$ cat src/rtl/alu_pkg.sv
// rtl/alu_pkg.sv - shared encodings and defaults for the ALU control blocks
//
// Purpose : FSM state encoding and the default button debounce length,
//           shared by the operand loader and later ALU control blocks.
// Ports   : none (package)

package alu_pkg;

  // 2'b11 is deliberately left unencoded; FSMs recover from it to WAIT_A.
  typedef enum logic [1:0] {
    WAIT_A  = 2'b00,
    WAIT_B  = 2'b01,
    PRESENT = 2'b10
  } alu_state_e;

  localparam int DEFAULT_DEBOUNCE_CYCLES = 16;

endpackage

$ cat src/rtl/button_debouncer.sv
// rtl/button_debouncer.sv - two-flop synchronizer, debounce counter, rising-edge pulse
//
// Purpose : Turns a raw, asynchronous, bouncing active-high button into a
//           single-cycle pulse on each accepted 0->1 level change.
// Ports   : clk     - clock
//           rst_n   - asynchronous active-low reset
//           i_btn   - raw button input
//           o_pulse - one-cycle pulse after a debounced rising edge

module button_debouncer
  import alu_pkg::*;
#(
  parameter int DEBOUNCE_CYCLES = DEFAULT_DEBOUNCE_CYCLES
) (
  input  logic clk,
  input  logic rst_n,
  input  logic i_btn,
  output logic o_pulse
);

  // Counter only ever holds 0..DEBOUNCE_CYCLES-1, so it cannot wrap.
  localparam int CW = (DEBOUNCE_CYCLES > 2) ? $clog2(DEBOUNCE_CYCLES) : 1;
  localparam logic [CW-1:0] CNT_MAX = CW'(DEBOUNCE_CYCLES - 1);

  logic          r_sync1;
  logic          r_sync2;
  logic          r_level;
  logic          r_level_d;
  logic          r_pulse;
  logic [CW-1:0] r_cnt;

  always_ff @(posedge clk or negedge rst_n) begin
    if (!rst_n) begin
      r_sync1   <= 1'b0;
      r_sync2   <= 1'b0;
      r_level   <= 1'b0;
      r_level_d <= 1'b0;
      r_pulse   <= 1'b0;
      r_cnt     <= '0;
    end else begin
      r_sync1   <= i_btn;
      r_sync2   <= r_sync1;
      r_level_d <= r_level;
      // Registered edge detect: adds one cycle so capture lands on the
      // (DEBOUNCE_CYCLES+3)th edge after the button is first sampled high.
      r_pulse   <= r_level & ~r_level_d;
      if (r_sync2 == r_level) begin
        r_cnt <= '0;
      end else if (r_cnt == CNT_MAX) begin
        r_level <= r_sync2;
        r_cnt   <= '0;
      end else begin
        r_cnt <= r_cnt + CW'(1);
      end
    end
  end

  assign o_pulse = r_pulse;

endmodule

$ cat src/rtl/alu_operand_loader.sv
// rtl/alu_operand_loader.sv - captures two switch operands and presents them downstream
//
// Purpose : Load button captures sw_data into op_a, then op_b; the pair is
//           then held with op_valid until op_ready completes a handshake.
//           Clear button zeroes the operands and returns to WAIT_A.
// Ports   : clk, rst_n            - clock, asynchronous active-low reset
//           sw_data[7:0]          - operand value from switches
//           btn_load, btn_clear   - raw bouncing buttons
//           op_a, op_b [7:0]      - captured operands
//           op_valid / op_ready   - downstream handshake
//           state[1:0]            - current FSM state for LEDs

module alu_operand_loader
  import alu_pkg::*;
#(
  parameter int DEBOUNCE_CYCLES = DEFAULT_DEBOUNCE_CYCLES
) (
  input  logic       clk,
  input  logic       rst_n,
  input  logic [7:0] sw_data,
  input  logic       btn_load,
  input  logic       btn_clear,
  output logic [7:0] op_a,
  output logic [7:0] op_b,
  output logic       op_valid,
  input  logic       op_ready,
  output logic [1:0] state
);

  logic       w_load_pulse;
  logic       w_clear_pulse;

  alu_state_e r_state;
  alu_state_e w_state_nxt;
  logic [7:0] r_op_a;
  logic [7:0] r_op_b;
  logic [7:0] w_op_a_nxt;
  logic [7:0] w_op_b_nxt;
  logic       r_valid;
  logic       w_valid_nxt;

  button_debouncer #(.DEBOUNCE_CYCLES(DEBOUNCE_CYCLES)) u_load_db (
    .clk     (clk),
    .rst_n   (rst_n),
    .i_btn   (btn_load),
    .o_pulse (w_load_pulse)
  );

  button_debouncer #(.DEBOUNCE_CYCLES(DEBOUNCE_CYCLES)) u_clear_db (
    .clk     (clk),
    .rst_n   (rst_n),
    .i_btn   (btn_clear),
    .o_pulse (w_clear_pulse)
  );

  always_ff @(posedge clk or negedge rst_n) begin
    if (!rst_n) begin
      r_state <= WAIT_A;
      r_op_a  <= 8'h00;
      r_op_b  <= 8'h00;
      r_valid <= 1'b0;
    end else begin
      r_state <= w_state_nxt;
      r_op_a  <= w_op_a_nxt;
      r_op_b  <= w_op_b_nxt;
      r_valid <= w_valid_nxt;
    end
  end

  always_comb begin
    w_state_nxt = r_state;
    w_op_a_nxt  = r_op_a;
    w_op_b_nxt  = r_op_b;
    w_valid_nxt = r_valid;
    // Clear wins over load; with op_ready in PRESENT the transfer is
    // considered complete and the clear result is identical.
    if (w_clear_pulse) begin
      w_state_nxt = WAIT_A;
      w_op_a_nxt  = 8'h00;
      w_op_b_nxt  = 8'h00;
      w_valid_nxt = 1'b0;
    end else begin
      case (r_state)
        WAIT_A: begin
          if (w_load_pulse) begin
            w_op_a_nxt  = sw_data;
            w_state_nxt = WAIT_B;
          end
        end
        WAIT_B: begin
          if (w_load_pulse) begin
            w_op_b_nxt  = sw_data;
            w_state_nxt = PRESENT;
            w_valid_nxt = 1'b1;
          end
        end
        PRESENT: begin
          if (r_valid && op_ready) begin
            w_state_nxt = WAIT_A;
            w_valid_nxt = 1'b0;
          end
        end
        default: begin
          w_state_nxt = WAIT_A;
          w_valid_nxt = 1'b0;
        end
      endcase
    end
  end

  assign op_a     = r_op_a;
  assign op_b     = r_op_b;
  assign op_valid = r_valid;
  assign state    = r_state;

endmodule
$ cat config.mk
export PLATFORM = sky130hd
export DESIGN_NAME = alu_operand_loader
export DESIGN_NICKNAME = d
export VERILOG_FILES = /design/src/rtl/alu_pkg.sv /design/src/rtl/button_debouncer.sv /design/src/rtl/alu_operand_loader.sv
export SDC_FILE = /design/constraint.sdc
export NUM_CORES = 1
export LEC_CHECK = 0
export BUFFER_PORTS_ARGS = -buffer_cell sky130_fd_sc_hd__buf_2
export CORE_MARGIN = 5
export CORE_UTILIZATION = 40
export DETAILED_ROUTE_END_ITERATION = 7
export GPL_ROUTABILITY_DRIVEN = 0
export PLACE_DENSITY = 0.72
export SLEW_MARGIN = 25
export SYNTH_ARGS = -nofsm -noshare
export SYNTH_HDL_FRONTEND = slang
export SYNTH_SLANG_ARGS = --single-unit
$ cat constraint.sdc
create_clock -name clk -period 2.2 [get_ports clk]
set_input_delay 0.44 -clock clk [delete_from_list [all_inputs] [get_ports clk]]
set_output_delay 0.44 -clock clk [all_outputs]
set_load 0.005 [all_outputs]
# After elaboration in Yosys (flattened, before gate mapping)
# Index checks and enable logic that the tools add are counted.
# W data, S select, Z words.
op_classes:
  addsub: 2
  mul: 0
  n_div: 0
  n_lt_le_gt_ge: 0
  n_eq_ne: 10
  n_shift: 0
  muxes: 18
  bitwise_logic: 6
  n_reduce_logical: 11
ops:
  columns: ["cell", "count"]
  rows:
  - ["$mux W8", 5]
  - ["$mux W4", 4]
  - ["$add A4 B1 Y4 const B", 2]
  - ["$eq A4 B4 Y1 const B", 2]
  - ["$mux W2", 4]
  - ["$reduce_and A2 Y1", 4]
  - ["$ne A3 B1 Y1 const B", 2]
  - ["$pmux W2 S3", 1]
  - ["$reduce_and A3 Y1", 2]
  - ["$reduce_bool A2 Y1", 3]
  - ["$not A1 Y1", 4]
  - ["$mux W1", 3]
  - ["$ne A3 B2 Y1 const B", 1]
  - ["$pmux W1 S3", 1]
  - ["$and A1 B1 Y1", 2]
  - ["$eq A1 B1 Y1", 2]
  - ["$eq A2 B1 Y1 const B", 1]
  - ["$eq A2 B2 Y1 const B", 1]
  - ["$logic_not A2 Y1", 1]
  - ["$ne A2 B1 Y1 const B", 1]
  - ["$logic_and A1 B1 Y1", 1]
word_totals:
  ff_bits: 37
  latch_bits: 0
  mem_bits_rw: 0
  mem_bits_ro: 0
  input_bits: 13
  out_inout_bits: 19
  wordCells: 63
  mem_count: 0

# Logic depth before layout (Yosys ltp)
# Gate-level depths: netlist (run 1).
logic_depth:
  depth_word: 4
  depth_mapped: 4
  mapped_depth_nobuf: 4

# By module
# From an unflattened synthesis (run 1), not the netlist that was laid out.
unflattened:
  cells_unflattened: 130
  area_unflattened_um2: 1465.2
modules_own_cells:
  columns: ["module", "instances", "cells_each", "area_each_um2", "seq_area_each_um2"]
  rows:
  - ["alu_operand_loader", 1, 84, 792.0, 475.5]
  - ["button_debouncer", 2, 23, 336.6, 225.2]

# Worst setup path before layout (run 1)
# Ideal clock, no wire load.
synth_path:
  kind: "register to register"
  start: "reg u_clear_db.r_cnt[0]"
  end: "reg u_clear_db.r_level"
  setup_ns: 0.125
  arrival_time_ns: 1.035
  required_ns: 2.075
  slack_ns: 1.041
  stages_incl_launch_ff: 4
  path_buffers: 0
  synth_period_minus_slack_ns: 1.159
  path_cell_list: "dfrtp_1 > ha_1 > nand3_1 > mux2_2"
synth_between:
  elab_chain_cells: 2
synth_rtl:
  columns: ["element", "line_no", "text"]
  rows:
  - ["from (decl)", "button_debouncer.sv:30", "logic [CW-1:0] r_cnt;"]
  - ["from (signal assigned)", "button_debouncer.sv:53", "r_cnt <= r_cnt + CW'(1);"]
  - ["$eq A4 B4 Y1", "button_debouncer.sv:49", "end else if (r_cnt == CNT_MAX) begin"]
  - ["$reduce_and A2 Y1 (no source line)", null, null]
  - ["to (signal assigned)", "button_debouncer.sv:50", "r_level <= r_sync2;"]
  - ["to (decl)", "button_debouncer.sv:27", "logic r_level;"]
# Every way passes these cells.
# A chain may end at the register's enable or synchronous reset.

# Worst setup path in the final report (run 1)
layout_path:
  start: "reg r_state[1], in the netlist state[1]"
  end: "reg r_op_b[1], in the netlist op_b[1]"
layout_between:
  elab_chain_cells: 3
layout_rtl:
  columns: ["element", "line_no", "text"]
  rows:
  - ["from (decl)", "alu_operand_loader.sv:33", "alu_state_e r_state;"]
  - ["from (signal assigned)", "alu_operand_loader.sv:63", "r_state <= w_state_nxt;"]
  - ["$eq A2 B1 Y1", "alu_operand_loader.sv:83", "case (r_state)"]
  - ["$reduce_bool A2 Y1 (no source line)", null, null]
  - ["$reduce_and A2 Y1 (no source line)", null, null]
  - ["to (signal assigned)", "alu_operand_loader.sv:65", "r_op_b <= w_op_b_nxt;"]
  - ["to (decl)", "alu_operand_loader.sv:36", "logic [7:0] r_op_b;"]
# Every way passes these cells.

==> metrics.md, run 1 <==
| Metric | Value |
|---|---|
| Syn. warnings | 0 |
| Synth Instances | ~110 |
| Cell taking the most area after synthesis | dfrtp_1 |
| Drt pass-1 iters | 4 |
| # nets final | 159 |
| # diodes | 0 |
| # DRC | 0 |
| Final Cell Area | 1680 µm² |
| Worst Tran Pin Value | 0.796 ns |
| Final wirelength | approximately 2.5 mm |
| Hold Crit Class | input pin to asynchronous set/reset pin |
| Highest clock rate | 679 MHz |
| WS Path Type | register to register |
| Top cells by count, synth | dfrtp_1, nor2_1, mux2i_1 |
| Clock skew | around 0.0099 ns |
| Placed cells | 183 |
| Number of gates resized after cts | 0 |
| Critical Path Max Stage Delay | around 0.52 ns |
| CP max-delay cell | nand3b_1 |
| Ys async rst share | 100% |
| CTS H-tree lvls | 2 |
| Detailed-route via count | 907 |
| Worst EP arrival | ~1.7 ns |
| Clock transition at path regs | 0.11 ns |
| Worst skew pair latency | 0.34 ns |
| Die X | 69.8 µm |
| Total track usage | 11.9% |
| Outcome | finished, final reports clean |
| Cts hold-fix bufs | 0 |
| First-pass GRT wire length | 4.58 mm |
| Maximum number of pins on one net before global-route repair | 38 |
| Syn_nets | 124 |
| Peak VDD IR | ~0.00031 V |
| Worst Setup End Kind | register |
| Clk sinks | 37 |
| Sequential-to-total area share from yosys stat | ~65% |
| Post-Syn Area | approximately 1400 µm² |
| Core area | 3390 µm² |
| Final hold viol count | 0 |
| Slew margin rel. | 46.9% |
| Layout Utilization | ~49% |
| Grt ovf | 0 |
| Final period util | 66.9% |
| Max clock buf depth | 2 |
| Unrepaired setup endpoints after global routing | no |
| I/O Buffers | 31 |
| Post-DR vias/cell | 4.77 |
| Postcts setup bufs | 0 |
| Die ar. | 4880 µm² |
| CP Launch Type | register |
| Synth-to-Final Area Change | 17.0% |
| Mean Syn Cell Area | 13.1 µm² |
| Synth top area share | 64.6% |
| I/O Pins | 32 |
| WL per Instance | 13.2 µm |
| Die Y | 69.8 µm |
| Max Cap Viol | 0 |
| Share of cells above drive strength 1 | 28.5% |
| Clock buffer count from CTS | 5 |
| Initial antenna violation count | 0 |
| Fill cells | 316 |
| CTS tree | yes |
| # rows | 21 |
| Worst hold slack | around 0.18 ns |
| Post-DP HPWL | 1.76 mm |
| TNS Setup | 0 ns |
| Top area cells in the synthesized netlist | dfrtp_1, mux2i_1, nor2_1, xnor2_1, ha_1 |
| DRT iter0 DRCs | just over 70 |
| Vias in the first global route | roughly 1000 |
| Placed Area | between 1500 and 2000 µm² |
| Slew Viols, Final | 0 |
| Crit-path cells | nand3b_1 -> mux2i_1 -> nor2_1 |
| Final setup viols | 0 |
| Min Clock Period, post-route | 1.47 ns |
| Yosys reg bits | 37 |
| Worst-path maximum fanout | 10 |
| Initial Utilization | 42.3% |
| Most frequent cell after synthesis | dfrtp_1 |
| Clock Tree Root | clkbuf_4 |
| PD cells | 689 nW/µm² |
| Layout Cells excl Fill | 190 |
| Unique masters post-synth | 23 |
| CP required | 2.40 ns |
| Most used flip-flop cell after synthesis | dfrtp_1 |
| Post-DRT Antenna Nets | 0 |
| Pleak | 0.886 nW |
| Post-synth EDFFs | 0 |
## final timing paths
kind	slack, ns	from	depth (start not counted)	endpoint
worst max-delay path	0.73	state[1]	3	op_b[1]
worst min-delay path	0.18	rst_n	1	u_load_db.o_pulse
worst max register to register	0.73	state[1]	3	op_b[1]
worst min register to register	0.36	u_load_db.r_sync1	0	u_load_db.r_sync2
max in group asynchronous	1.52	rst_n	1	u_clear_db.r_cnt[2]
min in group clk	0.21	btn_clear	1	u_clear_db.r_sync1
## power breakdown
group          internal (mW)  switching, mW  total, mW
combinational         0.0359         0.0399     0.0758
sequential             0.705         0.0192      0.724
clock                  0.151          0.204      0.355
total                  0.891          0.263       1.15
## critical path: cells and delay by family (launching register included)
family / cells / cell delay [ns]
AND/OR/NAND/NOR: 2 / 0.58
flip-flops: 1 / 0.45
multiplexers: 1 / 0.30
## flip-flops by register name, summed over array words and instances (netlist names), 2 cells and up
name and cells:
op_a 8, u_load_db.r_cnt 4, u_clear_db.r_cnt 4, state 2, op_b 8
## kinds of logic after synthesis
group	after synthesis	synth area share, %
DFF	37	64.6
and+or+nand+nor	32	11.1
muxes	18	12.8
AOI/OAI and AO/OA	10	4.28
xor gates and xnor gates	5	3.06
buffers and inverters	5	2.44
adders and majority gates	2	1.75
## cell usage in the layout (no fill, tap or decap), drive strengths merged
master and instances:
nor3b 2, nor2b 4, mux2i 16, a21oi 4, mux2 2, a21o 1
inv 1, ha 2, clkbuf 7, nor2 18, nor3 1, nand3 2
dfrtp 37, nand3b 2, a311oi 2, nand4b 1, a31oi 1, buf 32
xnor2 5, nand2 2, o21ai 2
## metrics by stage
step	setup slack [ns]	total power, mW
after global routing	0.609	1.22
after floorplan	1.04	0.767
after detailed placement	0.724	0.814
final	0.728	1.15
after global placement	0.804	0.810
after CTS	0.712	1.17
## metal layers
metal | track usage, % | wire length (µm) | up-vias
met4 | 5.74 | 58 | 0
met5 | 0 | 0 | -
li1 | - | - | 439
met2 | 19.0 | 1170 | 30
met1 | 13.5 | 1070 | 431
met3 | 5.36 | 219 | 7
## cell type report
cell class,instances,area [µm²],area share (%)
multi-input combinational,67,472,28.1
sequential,37,926,55.2
clock buffer,7,55.1,3.28
timing repair buffer,32,163,9.70
tap,46,57.6,3.43
inverter,1,3.75,0.224
(Power assumes the default switching activity.)
==> run 2: changes to the inputs <==
--- a/config.mk
+++ b/config.mk
@@ -5,12 +5,13 @@
 export SDC_FILE = /design/constraint.sdc
 export NUM_CORES = 1
 export LEC_CHECK = 0
+export ABC_AREA = 1
 export BUFFER_PORTS_ARGS = -buffer_cell sky130_fd_sc_hd__buf_2
 export CORE_MARGIN = 5
 export CORE_UTILIZATION = 40
 export DETAILED_ROUTE_END_ITERATION = 7
 export GPL_ROUTABILITY_DRIVEN = 0
-export PLACE_DENSITY = 0.72
+export PLACE_DENSITY = 0.74
 export SLEW_MARGIN = 25
 export SYNTH_ARGS = -nofsm -noshare
 export SYNTH_HDL_FRONTEND = slang
==> constraint.sdc (replaced) <==
create_clock -name clk -period 1.2 [get_ports clk]
set_input_delay 0.24 -clock clk [delete_from_list [all_inputs] [get_ports clk]]
set_output_delay 0.24 -clock clk [all_outputs]
set_load 0.005 [all_outputs]
==> run 2 against run 1 <==
Compared with the run above: synthesized cell count increased by 49%; combinational power grew to 3.5 times the previous value; worst setup slack worse by 0.65 ns; power grew 140%; first-iteration DRC count up 45%; critical endpoint is now state[0].
==> metrics.md, run 2 <==
| Metric | Value |
|---|---|
| CP required | 0.96 ns |
| Ys async rst share | 100% |
| Yosys reg bits | 37 |
| Final setup margin | ~0.077 ns |
| WS Path Type | register to output pin |
| Min Clock Period, post-route | 1.12 ns |
| Vias in the first global route | 1137 |
| Initial Utilization | 41.3% |
| Most frequent cell after synthesis | nand2_1 |
| Slew Viols, Final | 0 |
| Die Y | 71.7 µm |
| Hold depth | 1 |
| I/O Pins | 32 |
| Outcome | finished, final reports clean |
| Post-DRT Antenna Nets | 0 |
| Mean Syn Cell Area | 9.40 µm² |
| First-pass GRT wire length | 4.93 mm |
| Syn_nets | around 180 |
| Clock buffer count from CTS | 5 |
| Critical Path Max Stage Delay | 0.44 ns |
| WL per Instance | between 10 and 15 µm |
| Grt ovf | 0 |
| Synth top area share | 60.8% |
| Final setup viols | 0 |
| Maximum number of pins on one net before global-route repair | 25 |
| WP buf/inv | 1 |
| Detailed-route via count | ~1100 |
| Crit-path cells | buf_2 |
| # nets final | ~220 |
| TNS Setup | 0 ns |
| Die X | ~72 µm |
| Die ar. | 5140 µm² |
| Layout Utilization | 51.2% |
| Hold Crit Class | input pin to register |
| Setup slack at placement | 0.125 ns |
| Clock transition at path regs | approximately 0.07 ns |
| PD cells | 1450 nW/µm² |
| Highest clock rate | 891 MHz |
| Cell taking the most area after synthesis | dfrtp_1 |
| Worst Tran Pin Value | 0.343 ns |
| Clock Tree Root | clkbuf_8 |
| Slew margin rel. | between 70 and 80% |
| CP max-delay cell | dfrtp_1 |
| Unique masters post-synth | 18 |
| Pleak | between 0.9 and 1 nW |
| Worst-case reg-to-reg path depth | 6 |
| Max clock buf depth | 2 |
| DRT iter0 DRCs | 103 |
| Initial antenna violation count | 0 |
| # DRC | 0 |
| Worst EP arrival | 0.88 ns |
| # rows | 22 |
| Synth Instances | approximately 160 |
| Final period util | 93.6% |
| Most used flip-flop cell after synthesis | dfrtp_1 |
| Drt pass-1 iters | 4 |
| Peak VDD IR | 0.00112 V |
| CP Launch Type | register |
| Final hold viol count | 0 |
| CP top delay family | flip-flops |
| Share of cells above drive strength 1 | about 26% |
| Clock skew | approximately 0.0042 ns |
| Max Cap Viol | 0 |
| Clk sinks | 37 |
| Post-DR vias/cell | 4.49 |
| Sequential-to-total area share from yosys stat | 60.8% |
| Worst-path maximum fanout | 4 |
| Total track usage | 12.3% |
| Most common cell after layout, fill and taps aside | nand2_1 |
| CTS tree | yes |
| CTS H-tree lvls | 2 |
| Top cells by count, synth | nand2_1, dfrtp_1, nand3_1, nor2_1, inv_1 |
| Post-synth EDFFs | 0 |
| Synth-to-Final Area Change | 24.1% |
| Worst Setup End Kind | output pin |
| # diodes | 0 |
| Most frequent cells in the layout | nand2_1, dfrtp_1, buf_2, nor2_1, nand3_1 |
| Post-Syn Area | 1520 µm² |
| Final wirelength | 2.73 mm |
| Core area | 3690 µm² |
| Unrepaired setup endpoints after global routing | no |
| Levels on crit path | 1 |
| Post-DP HPWL | 2.06 mm |
| I/O Buffers | 31 |
| Syn. warnings | 0 |
| Top area cells in the synthesized netlist | dfrtp_1, nand2_1, nand3_1, nor2_1, inv_1 |
| Worst skew pair latency | 0.29 ns |
| Overall power | 2.75 mW |
-- run 2: stage by stage --
step / std cells / instance area, µm² / hold slack [ns]
2_1_floorplan: 162 / 1520 / -0.0556
3_3_place_gp: 242 / 1750 / 0.161
3_5_place_dp: 242 / 1750 / 0.166
4_1_cts: 251 / 1880 / 0.0393
5_1_grt: 251 / 1890 / 0.0468
6_report: 251 / 1890 / 0.0527
-- run 2: cell families after synthesis --
kind of cell,count (synthesis),share of synthesized area [%]
and+or+nand+nor,95,27.4
DFF,37,60.8
buffers and inverters,21,6.57
xor gates and xnor gates,5,2.88
AOI/OAI and AO/OA,2,0.657
adders and majority gates,2,1.64
-- run 2: path summary, 6_finish.rpt --
| check | startpoint | end | slack [ns] |
|---|---|---|---|
| setup reg to reg | u_clear_db.r_cnt[0] | u_clear_db.r_cnt[3] | 0.12 |
| min in group asynchronous | rst_n | op_valid | 0.37 |
| setup / recovery | state[0] | state[0] | 0.08 |
| hold / removal | btn_clear | u_clear_db.r_sync1 | 0.05 |
| max in group asynchronous | rst_n | op_a[7] | 0.40 |
| hold reg to reg | u_load_db.r_sync1 | u_load_db.r_sync2 | 0.35 |
-- run 2: layer usage --
metal	vias to the layer above	GRT usage, %	part of all wire, %
li1	577	-	-
met2	24	19.1	47
met3	7	3.37	6.3
met5	-	0	0
met4	0	7.52	2.3
met1	519	15.1	45
-- run 2: layout make-up --
cell class	count	area, µm²
clock buffers	6	82.6
fillers	375	1800
clock inverters	2	37.5
multi-input cells	104	502
inverters	18	72.6
repair buffers	36	208
well taps	48	60.1
flip-flops and latches	37	927
-- run 2: what timing repair did --
item | CTS | global route
endpoints found under the hold margin | 13 | 0
gates resized for setup | 0 | 2
setup buffers | 0 | 0
hold buffers | 1 | 0
setup endpoints to repair | 0 | 5
-- run 2: power by group --
group	internal [mW]	total, mW	switching (mW)
clock network	0.675	1.11	0.436
registers	1.32	1.38	0.0534
logic	0.121	0.262	0.141
total	2.12	2.75	0.630
